File: config.mk
export PLATFORM = sky130hd
export DESIGN_NAME = calc_btn_ctrl
export DESIGN_NICKNAME = d
export VERILOG_FILES = /design/src/rtl/calc_btn_ctrl.sv
export SDC_FILE = /design/constraint.sdc
export NUM_CORES = 1
export LEC_CHECK = 0
export CAP_MARGIN = 25
export CORE_MARGIN = 2
export CORE_UTILIZATION = 60
export DETAILED_ROUTE_END_ITERATION = 6
export DONT_BUFFER_PORTS = 1
export PLACE_DENSITY = 0.82
export SLEW_MARGIN = 20
export SYNTH_ARGS = -nofsm -noshare
export SYNTH_HDL_FRONTEND = slang
export SYNTH_SLANG_ARGS = --single-unit
File: constraint.sdc
create_clock -name clk -period 1.99 [get_ports clk]
set_clock_uncertainty 0.15 [all_clocks]
set_input_delay 0.398 -clock clk [delete_from_list [all_inputs] [get_ports clk]]
set_output_delay 0.398 -clock clk [all_outputs]
set_load 0.03 [all_outputs]
File: src/rtl/calc_btn_ctrl.sv
// ---------------------------------------------------------------------------
// calc_btn_ctrl
//   Input controller in front of the calculator accumulator datapath.
//   Synchronises and debounces the raw accumulate button, issues exactly one
//   single-cycle accumulate strobe per accepted press, and captures the op
//   code and operand on the cycle the press is accepted. This keeps glitches,
//   bounce and mid-press input changes away from the datapath.
//
// Ports
//   clk       in   1      system clock, all state on rising edge
//   btnu      in   1      reset, asynchronous, active-high
//   btnd      in   1      raw accumulate button (asynchronous, may bounce)
//   btnl      in   1      raw op select bit 2
//   btnc      in   1      raw op select bit 1
//   btnr      in   1      raw op select bit 0
//   sw        in   16     raw operand switches
//   acc_en    out  1      one-cycle accumulate strobe
//   alu_op    out  4      captured op code {1'b0, btnl, btnc, btnr}
//   operand   out  16     captured switch value
//   busy      out  1      high whenever the FSM is not idle
//   press_cnt out  CNT_W  accepted press count, wraps silently
// ---------------------------------------------------------------------------
module calc_btn_ctrl #(
  parameter int DEBOUNCE_CYCLES = 4,
  parameter int CNT_W           = 8
) (
  input  logic             clk,
  input  logic             btnu,
  input  logic             btnd,
  input  logic             btnl,
  input  logic             btnc,
  input  logic             btnr,
  input  logic [15:0]      sw,
  output logic             acc_en,
  output logic [3:0]       alu_op,
  output logic [15:0]      operand,
  output logic             busy,
  output logic [CNT_W-1:0] press_cnt
);

  // Debounce counter only needs to reach DEBOUNCE_CYCLES-1; keep at least one bit.
  localparam int DB_W = (DEBOUNCE_CYCLES > 1) ? $clog2(DEBOUNCE_CYCLES) : 1;
  localparam logic [DB_W-1:0] DB_LAST = DB_W'(DEBOUNCE_CYCLES - 1);

  localparam logic [1:0] ST_IDLE     = 2'd0;
  localparam logic [1:0] ST_DEBOUNCE = 2'd1;
  localparam logic [1:0] ST_FIRE     = 2'd2;
  localparam logic [1:0] ST_RELEASE  = 2'd3;

  logic [1:0]       state_r;
  logic [1:0]       state_s;
  logic [DB_W-1:0]  cnt_r;
  logic [DB_W-1:0]  cnt_s;
  logic             capture_s;
  logic             sync1_r;
  logic             sync2_r;
  logic             acc_en_r;
  logic             busy_r;
  logic [3:0]       alu_op_r;
  logic [15:0]      operand_r;
  logic [CNT_W-1:0] press_cnt_r;

  // Two-flop synchroniser for the asynchronous accumulate button.
  always_ff @(posedge clk or posedge btnu) begin
    if (btnu) begin
      sync1_r <= 1'b0;
      sync2_r <= 1'b0;
    end else begin
      sync1_r <= btnd;
      sync2_r <= sync1_r;
    end
  end

  // Next-state and debounce-counter logic; capture_s marks the entry into FIRE.
  always_comb begin
    state_s   = state_r;
    cnt_s     = cnt_r;
    capture_s = 1'b0;
    case (state_r)
      ST_IDLE: begin
        if (sync2_r) begin
          state_s = ST_DEBOUNCE;
          cnt_s   = '0;
        end else begin
          state_s = ST_IDLE;
        end
      end
      ST_DEBOUNCE: begin
        if (!sync2_r) begin
          // Too short to be a press: drop it without a strobe.
          state_s = ST_IDLE;
        end else if (cnt_r == DB_LAST) begin
          state_s   = ST_FIRE;
          capture_s = 1'b1;
        end else begin
          cnt_s = cnt_r + DB_W'(1'b1);
        end
      end
      ST_FIRE: begin
        state_s = ST_RELEASE;
        cnt_s   = '0;
      end
      ST_RELEASE: begin
        if (!sync2_r) begin
          if (cnt_r == DB_LAST) begin
            state_s = ST_IDLE;
          end else begin
            cnt_s = cnt_r + DB_W'(1'b1);
          end
        end else begin
          // Still held or bouncing: restart the release window.
          cnt_s = '0;
        end
      end
      default: begin
        state_s = ST_IDLE;
        cnt_s   = '0;
      end
    endcase
  end

  // State, counter and registered status outputs (strobe/busy follow next state).
  always_ff @(posedge clk or posedge btnu) begin
    if (btnu) begin
      state_r  <= ST_IDLE;
      cnt_r    <= '0;
      acc_en_r <= 1'b0;
      busy_r   <= 1'b0;
    end else begin
      state_r  <= state_s;
      cnt_r    <= cnt_s;
      acc_en_r <= (state_s == ST_FIRE);
      busy_r   <= (state_s != ST_IDLE);
    end
  end

  // Op code and operand are sampled only on the edge that enters FIRE.
  always_ff @(posedge clk or posedge btnu) begin
    if (btnu) begin
      alu_op_r  <= 4'd0;
      operand_r <= 16'd0;
    end else if (capture_s) begin
      alu_op_r  <= {1'b0, btnl, btnc, btnr};
      operand_r <= sw;
    end else begin
      alu_op_r  <= alu_op_r;
      operand_r <= operand_r;
    end
  end

  // Accepted-press counter, advanced once per FIRE cycle, wraps silently.
  always_ff @(posedge clk or posedge btnu) begin
    if (btnu) begin
      press_cnt_r <= '0;
    end else if (state_r == ST_FIRE) begin
      press_cnt_r <= press_cnt_r + CNT_W'(1'b1);
    end else begin
      press_cnt_r <= press_cnt_r;
    end
  end

  assign acc_en    = acc_en_r;
  assign busy      = busy_r;
  assign alu_op    = alu_op_r;
  assign operand   = operand_r;
  assign press_cnt = press_cnt_r;

endmodule

Word level (Yosys, flattened, before mapping)
Index checks and enable logic that the tools add are counted.
{ "op_classes": {"eq_ne": 7, "reduce_logical": 3, "magnitude_cmp": 0, "mul": 0, "div": 0, "addsub": 2, "shift": 0, "muxes": 14, "n_bitwise": 0} }
{ "ops": {"columns": ["operator", "n"], "rows": [
  ["2-bit 2-to-1 mux", 8],
  ["2-bit one-hot mux with 4 select lines", 2],
  ["8-bit by 1-bit adder with 8-bit output, second input constant", 1],
  ["2-bit == test, second input constant", 4],
  ["1-bit 2-to-1 mux", 4],
  ["2-bit != test, second input constant", 2],
  ["2-bit by 1-bit adder with 2-bit output, second input constant", 1],
  ["2-bit by 1-bit == test with 1-bit output, second input constant", 1],
  ["2-bit zero test", 1],
  ["2-bit AND reduction", 1],
  ["2-bit nonzero test", 1]
]} }
{ "totals": {"regBits": 35, "rom_bits": 0, "out_inout_bits": 30, "ram_bits": 0, "elab_cells": 35, "mem_count": 0, "latchBits": 0} }

Longest topological paths before layout
Gate-level depths: netlist of run 1.
{ "depth": {"ltp_word": 5, "mapped_depth": 4} }

Worst setup path after synthesis of run 1
OpenSTA, ideal clock, no wires.
{ "synth_path": {"path_kind": "register to register", "startpoint": "register state_r[0]", "endpoint": "register alu_op_r[0], in the netlist alu_op[0]", "period_less_slack_ps": 1509, "path_slack_ps": 481, "stages_incl_launch_ff": 5, "n_path_buf": 1, "arrival_time_ps": 1234, "setup_ps": 125, "path_cell_list": "dfrtp_1 > nand3_2 > nor3b_4 > buf_6 > mux2_4"} }
{ "synth_between": {"elab_chain_cells": 2} }
{ "synth_rtl": {"columns": ["item", "line_no", "text"], "rows": [
  ["from (decl)", "50", "logic [1:0] state_r;"],
  ["from (signal assigned)", "130", "state_r <= state_s;"],
  ["2-bit by 1-bit == test with 1-bit output", "79", "case (state_r)"],
  ["1-bit 2-to-1 mux", "79", null],
  ["to (signal assigned)", "143", "alu_op_r <= {1'b0, btnl, btnc, btnr};"],
  ["to (signal assigned)", "146", "alu_op_r <= alu_op_r;"],
  ["to (decl)", "59", "logic [3:0] alu_op_r;"]
]} }
Every way passes these cells.
A chain may end at the register's enable or synchronous reset.

Worst setup path after layout of run 1
{ "layout_path": {"startpoint": "register state_r[0]", "endpoint": "register operand_r[3], in the netlist operand[3]"} }
{ "layout_between": {"elab_chain_cells": 2} }
{ "layout_rtl": {"columns": ["item", "line_no", "text"], "rows": [
  ["2-bit by 1-bit == test with 1-bit output", "79", null],
  ["1-bit 2-to-1 mux", "79", null],
  ["to (signal assigned)", "144", "operand_r <= sw;"],
  ["to (signal assigned)", "147", "operand_r <= operand_r;"],
  ["to (decl)", "60", "logic [15:0] operand_r;"]
]} }
Every way passes these cells.

==> impl_metrics.env, run 1 <==
export IMPL_vias_per_cell=5.73
export IMPL_ios=52
export IMPL_timing_fmax_mhz=616
export IMPL_synth_area_leaders="dfrtp_1 60%, mux2_4 19%, xnor2_1 3.0%"
export IMPL_grt_pass1_wl_mm=3.57
export IMPL_cp_cell_sequence="nand3_2, nor3b_4, buf_12, mux2_4"
export IMPL_dr_pass1_iters=4
export IMPL_synth_top_area_cell="dfrtp_1"
export IMPL_hold_class="in2reg"
export IMPL_crit_arrival_ns=1.69
export IMPL_rsz0062_at_grt="false"
export IMPL_root_buffer="clkbuf_4"
export IMPL_num_vias=774
export IMPL_syn_avg_cell_area_um2=14.8
export IMPL_cts_sinks=35
export IMPL_fin_crit_ns=1.62
export IMPL_start_kind="flip-flop"
export IMPL_startpoint="state_r[0]"
export IMPL_crit_buf_inv=1
export IMPL_ys_ff_latch=35
export IMPL_synth_compound_area_share_pct=1.79
export IMPL_grt_total_usage_pct=19.5
export IMPL_io_buffers=0
export IMPL_cts_setup_buffers=0
export IMPL_hold_viol=0
export IMPL_irDropWorstVdd_uv=1060
export IMPL_utilization_pct=69.4
export IMPL_synth_top_family_by_area="multiplexers"
export IMPL_yosys_area_share_simple_pct=9.11
export IMPL_synthMuxAreaShare_pct=20.2
export IMPL_power_leakage_nw=0.738
export IMPL_syn_area_um2=1470
export IMPL_ant_nets=0
export IMPL_synth_edf_count=0
export IMPL_numCtsBuffers=5
export IMPL_hp_start="sw[4]"
export IMPL_synth_xor_area_share_pct=4.17
export IMPL_drc=0
export IMPL_areaGrowthSynthToFinish_pct=6.47
export IMPL_finalCritPeriodShare_pct=81.5
export IMPL_fillers=158
export IMPL_drive_gt1_share_pct=29.0
export IMPL_clk_latency_ns=0.33
export IMPL_cp_slowest_stage_delay_ns=0.42
export IMPL_synthAdderAreaFrac_pct=1.53
export IMPL_grt_max_degree=36
export IMPL_end_kind="flip-flop"
export IMPL_htreeDepth=2
export IMPL_ys_warn_count=0
export IMPL_fp_coreArea_um2=2250
export IMPL_reg2reg_from="state_r[0]"
export IMPL_fp_dieArea_um2=2860
export IMPL_die_y_um=53.5
export IMPL_yosysSeqAreaShare_pct=59.6
export IMPL_ys_flop_type="dfrtp_1"
export IMPL_clk_pin_slew_ns=0.10
export IMPL_antenna_found_initial=0
export IMPL_synth_top_cell_area_share_pct=59.6
export IMPL_worstSetupPathType="reg2reg"
export IMPL_cts_tree="done"
export IMPL_synth_distinct_cells=28
export IMPL_cap_violations=0
export IMPL_gr_total_overflow=0
export IMPL_fin_setup_tns_ns=0
export IMPL_status="finished clean"
export IMPL_async_flop_share_pct=100
export IMPL_cts_resized_gates=0
export IMPL_cp_required_ns=2.06
export IMPL_dieWidth_um=53.5
export IMPL_routed_wl_mm=2.42
export IMPL_setup_viol=0
export IMPL_cp_slowest_cell="dfrtp_1"
export IMPL_worst_path_max_fanout=20
export IMPL_n_antenna_cell=0
export IMPL_start_util_pct=65.1
export IMPL_drtIter0Drc=17
export IMPL_maxSlewViolCount=0
export IMPL_nets=129
export IMPL_critical_path_top_delay_family="flip-flops"
export IMPL_wire_per_inst_um=17.9
export IMPL_p_per_area_nw_per_um2=1700
export IMPL_syn_nets=122
export IMPL_syn_inst=99
export IMPL_gp_congestion=0.716
export IMPL_clockBufferDepth=2
export IMPL_num_rows=17
export IMPL_grt_pass1_vias=748
export IMPL_ctsHoldBuffers=2
-- layout make-up --
cell class | count | area, um2 | share of cell area [%]
Sequential cell | 35 | 876 | 56.0
Clock inverter | 1 | 5.00 | 0.320
Multi-Input combinational cell | 57 | 544 | 34.8
Timing Repair Buffer | 4 | 47.5 | 3.04
Inverter | 3 | 11.3 | 0.720
Tap cell | 28 | 35.0 | 2.24
Clock buffer | 7 | 45.0 | 2.88
-- power breakdown --
part | internal, mW | total [mW] | switching, mW
combinational | 0.388 | 0.590 | 0.202
sequential | 0.980 | 1.72 | 0.738
clock | 0.138 | 0.350 | 0.213
total | 1.50 | 2.66 | 1.15
-- routing by layer --
metal / wire length [um] / part of all wire, % / track usage [%]
met1: 997 / 41 / 21.9
met2: 1160 / 48 / 28.2
met3: 226 / 9.3 / 10.7
met4: 29 / 1.2 / 12.8
met5: 0 / 0 / 0
-- worst reg2reg max path: cells and delay by family, from the launching register on --
family	cells	cell delay, ns
buffers and inverters	1	0.22
multiplexers	1	0.32
AND/OR/NAND/NOR	2	0.40
flip-flops	1	0.42
-- cells in the mapped netlist (2+ instances only) --
library cell / number
xor2_1: 2
buf_6: 2
nand4_1: 3
xnor2_1: 5
buf_4: 2
mux2_4: 19
nand2_1: 9
inv_1: 3
dfrtp_1: 35
-- cell families (layout without fill, tap and decap cells) --
kind of cell	count (synthesis)	in the layout
multiplexers	20	20
buffers and inverters	7	15
AO/OA/AOI/OAI	4	4
AND/OR/NAND/NOR	23	23
XOR/XNOR	7	7
other	1	1
flip-flops	35	35
adder cells (fa/ha/maj)	2	2
-- cell usage in the layout (no fill, tap or decap), drive strengths merged --
| master | count |
|---|---|
| nand4 | 3 |
| clkbuf | 7 |
| clkinv | 1 |
| nor2 | 1 |
| nor3 | 1 |
| dfrtp | 35 |
| xnor2 | 5 |
| maj3 | 1 |
| dlygate4sd3 | 2 |
| conb | 1 |
| xor2 | 2 |
| a21oi | 1 |
| ha | 1 |
| or3 | 1 |
| nor3b | 1 |
| and2b | 1 |
| nor4 | 1 |
| a21o | 1 |
| nand2b | 1 |
| and3 | 1 |
| nand3 | 2 |
| or2 | 1 |
| inv | 3 |
| o21ai | 1 |
| o2111ai | 1 |
| mux2 | 20 |
| buf | 2 |
| nand2 | 9 |
-- per-stage QoR --
stage	std cells	worst slack [ns]	instance area (um2)	power [mW]	hold slack (ns)
after floorplan	99	0.481	1470	2.20	0.181
after global placement	125	0.430	1490	2.27	0.183
after detailed placement	125	0.370	1490	2.33	0.190
after CTS	135	0.358	1560	2.69	0.0355
after global routing	135	0.292	1560	2.81	0.0226
final	135	0.368	1560	2.66	0.0589
-- path summary, 6_finish.rpt --
kind | end | slack [ns] | cells after the start
max in group asynchronous | busy | 0.93 | 3
setup / recovery | operand[3] | 0.37 | 4
hold reg to reg | sync2_r | 0.21 | 0
min in group asynchronous | operand[4] | 0.46 | 3
hold / removal | operand[4] | 0.06 | 1
setup reg to reg | operand[3] | 0.37 | 4
-- state kept, by name (all words and copies together) (netlist names), 2 cells and up --
| signal | flops |
|---|---|
| alu_op | 3 |
| press_cnt | 8 |
| operand | 16 |
| cnt_r | 2 |
| state_r | 2 |
Power figures use the tool's default switching activity.
==> inputs of run 2 (changes only) <==
==> constraint.sdc (replaced) <==
create_clock -name clk -period 1.62 [get_ports clk]
set_clock_uncertainty 0.15 [all_clocks]
set_input_delay 0.324 -clock clk [delete_from_list [all_inputs] [get_ports clk]]
set_output_delay 0.324 -clock clk [all_outputs]
set_load 0.03 [all_outputs]
==> impl_metrics.env, run 2 (synthesis gave the netlist of run 1 again) <==
export IMPL_setup_viol=0
export IMPL_drc=0
export IMPL_fin_crit_ns=1.59
export IMPL_end_kind="flip-flop"
export IMPL_start_kind="flip-flop"
export IMPL_cp_slowest_stage_delay_ns=0.43
export IMPL_n_antenna_cell=0
export IMPL_hold_class="reg2reg"
export IMPL_grt_total_usage_pct=23.0
export IMPL_fin_setup_tns_ns=0
export IMPL_fp_dieArea_um2=2860
export IMPL_cts_tree="done"
export IMPL_vias_per_cell=5.44
export IMPL_crit_arrival_ns=1.68
export IMPL_num_vias=919
export IMPL_seq_area_um2=876
export IMPL_hold_viol=0
export IMPL_num_rows=17
export IMPL_die_y_um=53.5
export IMPL_fillers=129
export IMPL_finalWorstSetupSlack_ns=0.0265
export IMPL_start_util_pct=65.1
export IMPL_finalCritPeriodShare_pct=98.4
export IMPL_routed_wl_mm=3.11
export IMPL_reg2reg_from="state_r[0]"
export IMPL_htreeDepth=2
export IMPL_power_leakage_nw=0.900
export IMPL_nets=163
export IMPL_r2r_end="operand[0]"
export IMPL_numCtsBuffers=5
export IMPL_final_cell_mix="35 x dfrtp_1, 21 x dlygate4sd3_1, 19 x mux2_4"
export IMPL_drive_gt1_share_pct=33.3
export IMPL_clockBufferDepth=2
export IMPL_ios=52
export IMPL_dpl_worst_slack_ns=0.0330
export IMPL_cts_sinks=35
export IMPL_hpwlAfterDp_mm=1.73
export IMPL_grt_pass1_wl_mm=4.36
export IMPL_gr_total_overflow=0
export IMPL_irDropWorstVdd_uv=1320
export IMPL_maxSlewViolCount=0
export IMPL_cp_required_ns=1.70
export IMPL_wire_per_inst_um=18.4
export IMPL_dr_pass1_iters=4
export IMPL_hp_start="sync1_r"
export IMPL_antenna_found_initial=0
export IMPL_io_buffers=0
export IMPL_grt_pass1_vias=902
export IMPL_worstSetupPathType="reg2reg"
export IMPL_clk_pin_slew_ns=0.10
export IMPL_fp_coreArea_um2=2250
export IMPL_p_per_area_nw_per_um2=1880
export IMPL_drtIter0Drc=18
export IMPL_clk_latency_ns=0.35
export IMPL_status="finished clean"
export IMPL_min_path_cells=0
export IMPL_timing_fmax_mhz=628
export IMPL_ff2ff_setup_slack_ns=0.03
export IMPL_hold_end="sync2_r"
export IMPL_gp_congestion=0.788
export IMPL_cp_cell_sequence="nand3_2, nor3b_4, buf_6, buf_12, mux2_4"
export IMPL_root_buffer="clkbuf_4"
export IMPL_grt_max_degree=36
export IMPL_largest_reg_flops=16
export IMPL_areaGrowthSynthToFinish_pct=29.0
export IMPL_reg2reg_depth=5
export IMPL_cap_violations=0
export IMPL_cp_slowest_cell="dfrtp_1"
export IMPL_dieWidth_um=53.5
export IMPL_final_common_cell="dfrtp_1"
export IMPL_ant_nets=0
export IMPL_multiInputGateArea_um2=544
export IMPL_startpoint="state_r[0]"
export IMPL_worst_path_max_fanout=10
## run 2: cell types whose count changed in the layout (fill, tap and decap cells not counted)
cell,before,now
buf_4,1,13
buf_6,0,2
clkbuf_1,2,1
clkbuf_16,0,1
clkinvlp_4,0,1
dlygate4sd3_1,2,21
## run 2: timing repair
item                                   4_1_cts  5_1_grt
hold buffers                                21        0
setup buffers                                0        3
endpoints found under the hold margin       55        0
setup endpoints to repair                    0       19
gates resized for setup                      0        1
## run 2: worst max path at each step
stage / endpoint / slack, ns / depth (start not counted)
floorplan: alu_op[0] / 0.11 / 4
global placement: operand[4] / 0.09 / 4
detailed placement: operand[7] / 0.03 / 4
CTS: operand[7] / 0.02 / 4
global route: operand[0] / -0.02 / 5
finish: operand[0] / 0.03 / 5
## run 2: cell type report
| cell class | instances | area share [%] |
|---|---|---|
| tap | 28 | 1.85 |
| clock inverter | 2 | 0.660 |
| multi-input combinational | 57 | 28.7 |
| timing repair buffer | 38 | 19.8 |
| sequential | 35 | 46.2 |
| clock buffer | 6 | 2.18 |
| inverter | 3 | 0.594 |
## run 2: per-stage QoR
step	util, %	hold WS [ns]	power [mW]	instance area, um2	std cells
6_report	84.1	0.209	3.56	1900	169
5_1_grt	84.1	0.220	3.72	1900	169
4_1_cts	81.3	0.214	3.47	1830	164
3_5_place_dp	69.6	0.186	2.96	1570	135
3_3_place_gp	69.6	0.176	2.90	1570	135
2_1_floorplan	-	0.181	2.70	1470	99
## run 2: metal layers
layer / GRT usage [%] / vias up / share of wire, %
met5: 0 / - / 0
met4: 11.5 / 0 / 2.6
met3: 10.5 / 8 / 7.4
met2: 38.3 / 44 / 52
met1: 24.3 / 451 / 38
li1: - / 416 / -
## run 2: critical path, delay by kind of cell (launching register included)
| kind | cells | cell delay, ns |
|---|---|---|
| and+or+nand+nor | 2 | 0.31 |
| buffers and inverters | 2 | 0.29 |
| DFF | 1 | 0.43 |
| muxes | 1 | 0.30 |
## run 2: where the power goes
| part | switching [mW] | leakage [nW] | total, mW | internal [mW] |
|---|---|---|---|---|
| sequential | 0.758 | 0.436 | 1.96 | 1.21 |
| clock | 0.299 | 0.0282 | 0.467 | 0.167 |
| combinational | 0.480 | 0.435 | 1.13 | 0.647 |
| total | 1.54 | 0.900 | 3.56 | 2.02 |
==> inputs of run 3 (changes only) <==
--- a/config.mk
+++ b/config.mk
@@ -6,7 +6,6 @@
 export NUM_CORES = 1
 export LEC_CHECK = 0
 export CAP_MARGIN = 25
-export CORE_MARGIN = 2
 export CORE_UTILIZATION = 60
 export DETAILED_ROUTE_END_ITERATION = 6
 export DONT_BUFFER_PORTS = 1
==> impl_metrics.env, run 3 (synthesis gave the netlist of run 1 again) <==
export IMPL_areaGrowthSynthToFinish_pct=28.0
export IMPL_wl_met1_mm=1.15
export IMPL_rsz0062_at_grt="true"
export IMPL_grt_pass1_vias=1025
export IMPL_final_cell_mix="35 x dfrtp_1, 21 x dlygate4sd3_1, 19 x mux2_4"
export IMPL_routed_wl_mm=3.08
export IMPL_fp_coreArea_um2=2250
export IMPL_htreeDepth=2
export IMPL_reg2reg_depth=4
export IMPL_placed_cells=135
export IMPL_r2r_end="operand[4]"
export IMPL_p_per_area_nw_per_um2=2020
export IMPL_final_common_cell="dfrtp_1"
export IMPL_hold_viol=0
export IMPL_stdcell_count=164
export IMPL_n_antenna_cell=0
export IMPL_maxSlewViolCount=0
export IMPL_power_mw=3.81
export IMPL_grt_total_usage_pct=26.9
export IMPL_startpoint="state_r[0]"
export IMPL_cts_sinks=35
export IMPL_die_y_um=51.5
export IMPL_fp_dieArea_um2=2650
export IMPL_drive_gt1_share_pct=30.9
export IMPL_drc=0
export IMPL_wl_met2_mm=1.61
export IMPL_wl_met3_um=242
export IMPL_start_util_pct=65.1
export IMPL_worstSetupPathType="reg2reg"
export IMPL_gr_total_overflow=0
export IMPL_grt_pass1_wl_mm=4.77
export IMPL_antenna_found_initial=0
export IMPL_root_buffer="clkbuf_4"
export IMPL_start_kind="flip-flop"
export IMPL_power_leakage_nw=0.891
export IMPL_crit_end="operand[4]"
export IMPL_irDropWorstVdd_uv=1680
export IMPL_nets=158
export IMPL_hold_class="reg2reg"
export IMPL_clk_latency_ns=0.35
export IMPL_dieWidth_um=51.5
export IMPL_holdWs_ns=0.218
export IMPL_top_layer_used="met4"
export IMPL_cp_required_ns=1.70
export IMPL_hp_start="sync1_r"
export IMPL_dr_pass1_iters=4
export IMPL_placed_cell_area_um2=1570
export IMPL_vias_per_cell=5.65
export IMPL_io_buffers=0
export IMPL_clockBufferDepth=2
export IMPL_ios=52
export IMPL_setup_viol=0
export IMPL_numCtsBuffers=5
export IMPL_num_vias=926
export IMPL_finalCritPeriodShare_pct=98.8
export IMPL_worst_path_max_fanout=20
export IMPL_wire_per_inst_um=18.8
export IMPL_clk_pin_slew_ns=0.09
export IMPL_num_rows=17
export IMPL_fin_crit_ns=1.60
export IMPL_fin_area_um2=1880
export IMPL_end_kind="flip-flop"
export IMPL_grt_max_degree=36
export IMPL_hpwlAfterDp_mm=1.76
export IMPL_status="finished clean"
export IMPL_cts_tree="done"
export IMPL_drtIter0Drc=14
export IMPL_largest_reg_flops=16
export IMPL_gp_congestion=0.753
export IMPL_cts_setup_buffers=0
export IMPL_reg2reg_from="state_r[0]"
export IMPL_crit_arrival_ns=1.68
export IMPL_ant_nets=0
export IMPL_cap_violations=0
export IMPL_ff2ff_setup_slack_ns=0.02
export IMPL_timing_fmax_mhz=625
==> run 3: final cells by class <==
class | count | area (um2)
inverter | 3 | 11.3
timing repair buffer | 33 | 313
fill | 125 | 374
tap | 28 | 35.0
sequential | 35 | 876
multi-input combinational | 57 | 544
clock inverter | 2 | 60.1
clock buffer | 6 | 41.3
==> run 3: critical path, cell delays in order (launching register included) <==
cell,delay (ns)
dfrtp_1,0.42
nand3_2,0.13
nor3b_4,0.25
buf_12,0.22
mux2_4,0.31
==> run 3: worst min-delay path by stage <==
stage / end / depth (start not counted)
3_5_place_dp: operand[7] / 2
3_3_place_gp: operand[1] / 2
6_report: sync2_r / 0
5_1_grt: sync2_r / 0
4_1_cts: sync2_r / 0
2_1_floorplan: sync2_r / 0
==> run 3: repair_timing <==
| item | in CTS | in global routing |
|---|---|---|
| hold buffers | 21 | 0 |
| gates resized for setup | 0 | 0 |
| endpoints found under the setup margin | 0 | 19 |
| hold endpoints to repair | 55 | 0 |
==> run 3: routing by layer <==
| metal | vias to the layer above | track usage, % |
|---|---|---|
| met4 | 0 | 17.1 |
| met3 | 7 | 9.23 |
| met2 | 47 | 45.7 |
| li1 | 412 | - |
| met5 | - | 0 |
| met1 | 460 | 27.9 |
==> run 3: power breakdown <==
part           leakage [nW]  total [mW]  switching [mW]  internal, mW
registers             0.436        2.00           0.792          1.21
logic                 0.403        1.03           0.434         0.594
clock network        0.0525       0.782           0.300         0.481
==> run 3: stage by stage <==
stage               utilization (%)  setup slack, ns  setup TNS, ns
finish                         83.4           0.0201              0
detailed placement             69.6           0.0402              0
global route                   83.4          -0.0534         -0.861
global placement               69.6           0.0977              0
floorplan                         -            0.111              0
CTS                            83.4           0.0241              0
